## src/rtl/mux2to1_data_memory_if.sv

```systemverilog
// Write-back selector bus: the two candidate words, MemtoReg select, and the
// combinational/shadow outputs. master drives the inputs, slave is the selector.
interface mux2to1_data_memory_if #(
    parameter int WIDTH = 32,
    parameter int CNT_W = 16
);
    logic [WIDTH-1:0] input0;
    logic [WIDTH-1:0] input1;
    logic             select;
    logic [WIDTH-1:0] out;
    logic [WIDTH-1:0] out_q;
    logic             sel_q;
    logic [CNT_W-1:0] toggle_cnt;

    // No handshake: every signal is level-valid; out is live in the same
    // cycle and the shadow outputs are valid one clock edge after sampling.
    modport master (
        output input0, input1, select,
        input  out, out_q, sel_q, toggle_cnt
    );

    modport slave (
        input  input0, input1, select,
        output out, out_q, sel_q, toggle_cnt
    );
endinterface

```

## src/rtl/mux2to1_data_memory.sv

```systemverilog
// Write-back source selector (ALU result vs. memory word) with a debug shadow stage.
// Define MUX2TO1_DM_REGOUT_EN to make out_q a real register instead of a copy of out.
module mux2to1_data_memory #(
    parameter int WIDTH = 32,
    parameter int CNT_W = 16
) (
    input logic                    clk,
    input logic                    rst,
    mux2to1_data_memory_if.slave   bus
);
    localparam logic [CNT_W-1:0] CNT_MAX = {CNT_W{1'b1}};

    logic [WIDTH-1:0] out_w;
    logic             sel_q_r;
    logic [CNT_W-1:0] cnt_r;

    // Zero-latency select path; ternary keeps agreeing bits on an unknown select.
    assign out_w   = bus.select ? bus.input1 : bus.input0;
    assign bus.out = out_w;

    // Only sampled select values are compared, so glitches between edges are invisible.
    always_ff @(posedge clk or posedge rst) begin
        if (rst) begin
            sel_q_r <= 1'b0;
            cnt_r   <= '0;
        end else begin
            sel_q_r <= bus.select;
            if ((bus.select != sel_q_r) && (cnt_r != CNT_MAX)) begin
                cnt_r <= cnt_r + 1'b1;
            end
        end
    end

    assign bus.sel_q      = sel_q_r;
    assign bus.toggle_cnt = cnt_r;

`ifdef MUX2TO1_DM_REGOUT_EN
    logic [WIDTH-1:0] out_q_r;

    always_ff @(posedge clk or posedge rst) begin
        if (rst) begin
            out_q_r <= '0;
        end else begin
            out_q_r <= out_w;
        end
    end

    assign bus.out_q = out_q_r;
`else
    assign bus.out_q = out_w;
`endif
endmodule

```

## src/flat_wrapper.sv

```systemverilog
// flat-port wrapper written by rule: the top's interface ports become plain ports
module mux2to1_data_memory_flat 
#(
    parameter int WIDTH = 32,
    parameter int CNT_W = 16
)
  (clk, rst, bus_input0, bus_input1, bus_select, bus_out, bus_out_q, bus_sel_q, bus_toggle_cnt);
  mux2to1_data_memory_if #(.WIDTH(WIDTH), .CNT_W(CNT_W)) bus_i ();
  input logic clk;
  input logic rst;
  input wire logic [$bits(bus_i.input0)-1:0] bus_input0;
  input wire logic [$bits(bus_i.input1)-1:0] bus_input1;
  input wire logic [$bits(bus_i.select)-1:0] bus_select;
  output wire logic [$bits(bus_i.out)-1:0] bus_out;
  output wire logic [$bits(bus_i.out_q)-1:0] bus_out_q;
  output wire logic [$bits(bus_i.sel_q)-1:0] bus_sel_q;
  output wire logic [$bits(bus_i.toggle_cnt)-1:0] bus_toggle_cnt;
  assign bus_i.input0 = bus_input0;
  assign bus_i.input1 = bus_input1;
  assign bus_i.select = bus_select;
  assign bus_out = bus_i.out;
  assign bus_out_q = bus_i.out_q;
  assign bus_sel_q = bus_i.sel_q;
  assign bus_toggle_cnt = bus_i.toggle_cnt;
  mux2to1_data_memory #(.WIDTH(WIDTH), .CNT_W(CNT_W)) u_core (.clk(clk), .rst(rst), .bus(bus_i));
endmodule
```

## config.mk

```make
export PLATFORM = sky130hd
export DESIGN_NAME = mux2to1_data_memory_flat
export DESIGN_NICKNAME = d
export VERILOG_FILES = /design/src/rtl/mux2to1_data_memory_if.sv /design/src/rtl/mux2to1_data_memory.sv /design/src/flat_wrapper.sv
export SDC_FILE = /design/constraint.sdc
export NUM_CORES = 1
export LEC_CHECK = 0
export BUFFER_PORTS_ARGS = -buffer_cell sky130_fd_sc_hd__buf_2
export CAP_MARGIN = 20
export CORE_MARGIN = 4
export CORE_UTILIZATION = 33
export CTS_BUF_LIST = sky130_fd_sc_hd__clkbuf_2
export DETAILED_ROUTE_END_ITERATION = 12
export GPL_ROUTABILITY_DRIVEN = 1
export PLACE_DENSITY = 0.79
export SLEW_MARGIN = 10
export SYNTH_ARGS = -nofsm -noshare
export SYNTH_HDL_FRONTEND = slang
export SYNTH_SLANG_ARGS = --single-unit
```

## constraint.sdc

```tcl
create_clock -name clk -period 1.8 [get_ports clk]
set_clock_uncertainty 0.05 [all_clocks]
set_input_delay 0.27 -clock clk [delete_from_list [all_inputs] [get_ports clk]]
set_output_delay 0.27 -clock clk [all_outputs]
set_load 0.02 [all_outputs]
```

* Word-level counts from Yosys, hierarchy flattened
Index checks and enable logic that the tools add are counted.
Word-level totals: flip-flop bits (word level) 17, bits of input ports 67, output and inout port bits 81, word-level logic and storage cells 7
Cells by class: add/subtract/negate cells 1, eq/ne operators 2, mux-type cells 1, reductions and logical operators 1
Operator list (number):
- two-way mux 32 bit | 1
- adder 16 x 1 -> 16 bit, second input constant | 1
- inequality test 16 bit, second input constant | 1
- logical AND 1 bit | 1
- inequality test 1 bit | 1

* Longest topological paths before layout
word-level depth 2, depth in mapped cells 6, depth with buffers taken out 5

* Worst setup path before layout
OpenSTA, ideal clock, no wires.
kind register to register, from register u_core.cnt_r[0] (netlist: u_core.bus.toggle_cnt[0]), to register u_core.cnt_r[1] (netlist: u_core.bus.toggle_cnt[1]), setup time 125 ps, data arrival time 1919 ps, required time 1625 ps, path slack -294 ps, stages on the path, launching flop included 6, path buffers 1, clock period less this slack 2094 ps, path through dfrtp_1 > ha_1 > nand4_1 > o41ai_2 > buf_4 > mux2_2
Between the ends: cells in the longest elaborated chain, start to end 2, elaborated cells between the ends (all ways) 3, classes of those cells 1 x add/sub; 1 x eq/ne; 1 x reduce/logical
Ends and longest elaborated chain:
- start: declaration | line mux2to1_data_memory.sv:15 | logic [CNT_W-1:0] cnt_r;
- start signal: assignment | line mux2to1_data_memory.sv:29 | cnt_r <= cnt_r + 1'b1;
- parallel branches: the longest is 2 deep, another holds adder 16 x 1 -> 16 bit
Several ways; the timed one is not identified. A chain may end at the register's enable or synchronous reset.

* Worst setup path after layout
from register u_core.cnt_r[1] (netlist: u_core.bus.toggle_cnt[1]), to register u_core.cnt_r[1] (netlist: u_core.bus.toggle_cnt[1])
Same word-level chain as after synthesis.

==> flow_summary.json <==
{
  "pwr-share-seq_pct": 33.9,
  "utilization_pct": 51.9,
  "drv_slew": 0,
  "hold_ws_ns": 0.288,
  "routed_wl_um": 4590,
  "reg2reg_depth": 5,
  "drt-initial-drc-count": 65,
  "dr.pass1.iters": 4,
  "path_clk_slew_ns": 0.13,
  "start_util_pct": 35.1,
  "cp-end-kind": "register",
  "relSlewSlack_pct": 57.6,
  "tritoncts": "done",
  "synth-async-reset-ratio_pct": 100,
  "worstSetupEndpoint": "u_core.bus.toggle_cnt[1]",
  "htreeDepth": 1,
  "cts_buffer_depth": 2,
  "vias_per_cell": 4.59,
  "routabilityCongestion": 0.830,
  "antenna_left": 0,
  "min_period_ns": 1.75,
  "rsz0062_at_grt": "yes",
  "vias": 1468,
  "status": "complete, no violations",
  "grt_start_max_net_pins": 34,
  "clkSinkCount": 17,
  "postSynthAreaPerCell_um2": 10.2,
  "grt_pass1_vias": 1391,
  "synth_edf_count": 0,
  "ys_seq_area_share_pct": 29.5,
  "fin_crit_sh_pct": 97.1,
  "tightest_slew_ns": 0.635,
  "pwr-share-clk_pct": 9.8,
  "cts_buffers": 3,
  "crit_path_top_delay_cell": "dfrtp_2",
  "rr_startpoint": "u_core.bus.toggle_cnt[1]",
  "antenna_cells": 0,
  "cp.depth": 5,
  "synth_top_area_share_pct": 29.5,
  "die_w_um": 74.1,
  "fin_nets": 339,
  "num_rows": 23,
  "r2r_slack_ns": 0.05,
  "netlist_area_mm2": 0.00144,
  "synth_cells": 142,
  "synth_flop_cell": "dfrtp_1",
  "critPathLaunch": "u_core.bus.toggle_cnt[1]",
  "internal_power_mw": 0.969,
  "root_buffer": "clkbuf_2",
  "synth.distinct_cells": 23,
  "hold_viol": 0,
  "drc": 0,
  "grt_usage_pct": 15.5,
  "synth_warnings": 0,
  "ir_worst_vdd_v": 0.000436,
  "grt_pass1_wl_um": 6560,
  "cp_max_fo": 6,
  "cap_violations": 0,
  "crit_family": "flip-flops",
  "crit_buf_inv": 1,
  "area_growth_pct": 47.9,
  "max_stage_delay_ns": 0.45,
  "io_buffers": 147,
  "antenna_found_initial": 0,
  "setup_viol": 0,
  "r2r_end": "u_core.bus.toggle_cnt[1]",
  "swShare_pct": 45.3,
  "fmax_mhz": 572,
  "clkLatencyLatePin_ns": 0.31,
  "p_comb_share_pct": 56.2,
  "die_height_um": 74.1,
  "ys_top_cells_by_area": "dfrtp_1 (29%), mux2_2 (26%), buf_4 (17%)",
  "cp-start-kind": "register",
  "dp_hpwl_um": 4030,
  "syn_nets": 210,
  "wl_per_cell_um": 14.3,
  "p_switching_mw": 0.801,
  "worstPathArrival_ns": 1.89,
  "core_area_mm2": 0.00412,
  "path_cells": "ha_4, nand4_1, o41ai_2, buf_4, mux2_4",
  "critPathKind": "reg2reg",
  "cellPowerDensity_mw_per_mm2": 828,
  "fp.dieArea_mm2": 0.00550,
  "hp-class": "in2reg",
  "grt_overflow_total": 0,
  "layout-drive-gt1-share_pct": 76.3,
  "synth_top_area_cell": "dfrtp_1",
  "power.leakage_nw": 1.19,
  "cp.required_ns": 1.94,
  "ys_ff_latch": 17,
  "ios": 148
}
-- placed cells by master (no fill, tap or decap), types with 4 or more instances in the layout --
| cell | n |
|---|---|
| buf_2 | 147 |
| buf_4 | 12 |
| clkbuf_2 | 4 |
| dfrtp_1 | 13 |
| dfrtp_2 | 4 |
| inv_1 | 4 |
| mux2_2 | 32 |
| nand2_1 | 5 |
| nand3_1 | 4 |
| nand4_1 | 4 |
| nor2_1 | 5 |
| nor3_1 | 4 |
| nor4_1 | 4 |
| xnor2_1 | 4 |
| xor2_1 | 11 |
-- state kept, by name, summed over array words and instances, names as in the netlist --
register	cells
u_core.bus.toggle_cnt	16
u_core.bus.sel_q	1
-- logic make-up (layout without fill, tap and decap cells) --
kind of cell / after synthesis / count (layout) / synth area share (%)
buffers and inverters: 41 / 169 / 19.6
flip-flops: 17 / 17 / 29.5
AO/OA/AOI/OAI: 4 / 4 / 2.69
AND/OR/NAND/NOR: 31 / 31 / 12.6
multiplexers: 33 / 33 / 25.7
adder cells (fa/ha/maj): 1 / 1 / 0.866
XOR/XNOR: 15 / 15 / 9.10
-- cells in the mapped netlist (4+ instances only) --
cell and count:
nor3_1 4, nor2_1 5, xor2_1 11, nand4_1 4
dfrtp_1 17, nor4_1 4, mux2_2 33, buf_4 33
nand2_1 5, inv_1 4, xnor2_1 4, buf_2 4
nand3_1 4
-- what timing repair did --
item | CTS | global route
hold buffers | 1 | 0
buffers inserted | 0 | 1
hold endpoints to repair | 17 | 0
gates resized for setup | 0 | 2
endpoints found under the setup margin | 0 | 4
-- final cells by class --
cell class                      count  area, µm²
Clock buffer                        4       20.0
Fill cell                         367       1980
Inverter                            4       15.0
Multi-Input combinational cell     84        752
Sequential cell                    17        430
Tap cell                           50       62.6
Timing Repair Buffer              161        856
-- power groups by stage --
stage	logic [mW]	clock network [mW]	registers (mW)
floorplan	0.521	0	0.719
global route	1.08	0.199	0.614
finish	0.995	0.174	0.600
CTS	1.01	0.183	0.591
global placement	0.974	0	0.589
detailed placement	1.00	0	0.598
-- metal layers --
metal | GRT usage (%) | wire length (µm)
met1 | 19.3 | 1740
met2 | 27.2 | 2480
met3 | 3.65 | 344
met4 | 3.62 | 25
met5 | 0 | 0
-- stage by stage --
stage	cells	total power [mW]	setup TNS, ns	area (µm²)	setup slack (ns)
2_1_floorplan	142	1.24	-0.0184	1460	-0.0184
3_3_place_gp	314	1.56	0	2100	0.120
3_5_place_dp	314	1.60	0	2100	0.0722
5_1_grt	320	1.89	-0.0398	2140	-0.0288
6_report	320	1.77	0	2140	0.0519
4_1_cts	319	1.78	0	2130	0.0467
-- worst min-delay path by stage --
| stage | slack [ns] | endpoint | startpoint | depth (start not counted) |
|---|---|---|---|---|
| finish | 0.29 | u_core.bus.sel_q | bus_select | 2 |
| global route | 0.27 | u_core.bus.sel_q | bus_select | 2 |
| CTS | 0.27 | u_core.bus.sel_q | bus_select | 2 |
| detailed placement | 0.34 | u_core.bus.toggle_cnt[13] | rst | 2 |
| global placement | 0.33 | u_core.bus.toggle_cnt[4] | rst | 2 |
| floorplan | 0.15 | u_core.bus.sel_q | rst | 1 |
Power figures use the tool's default switching activity.
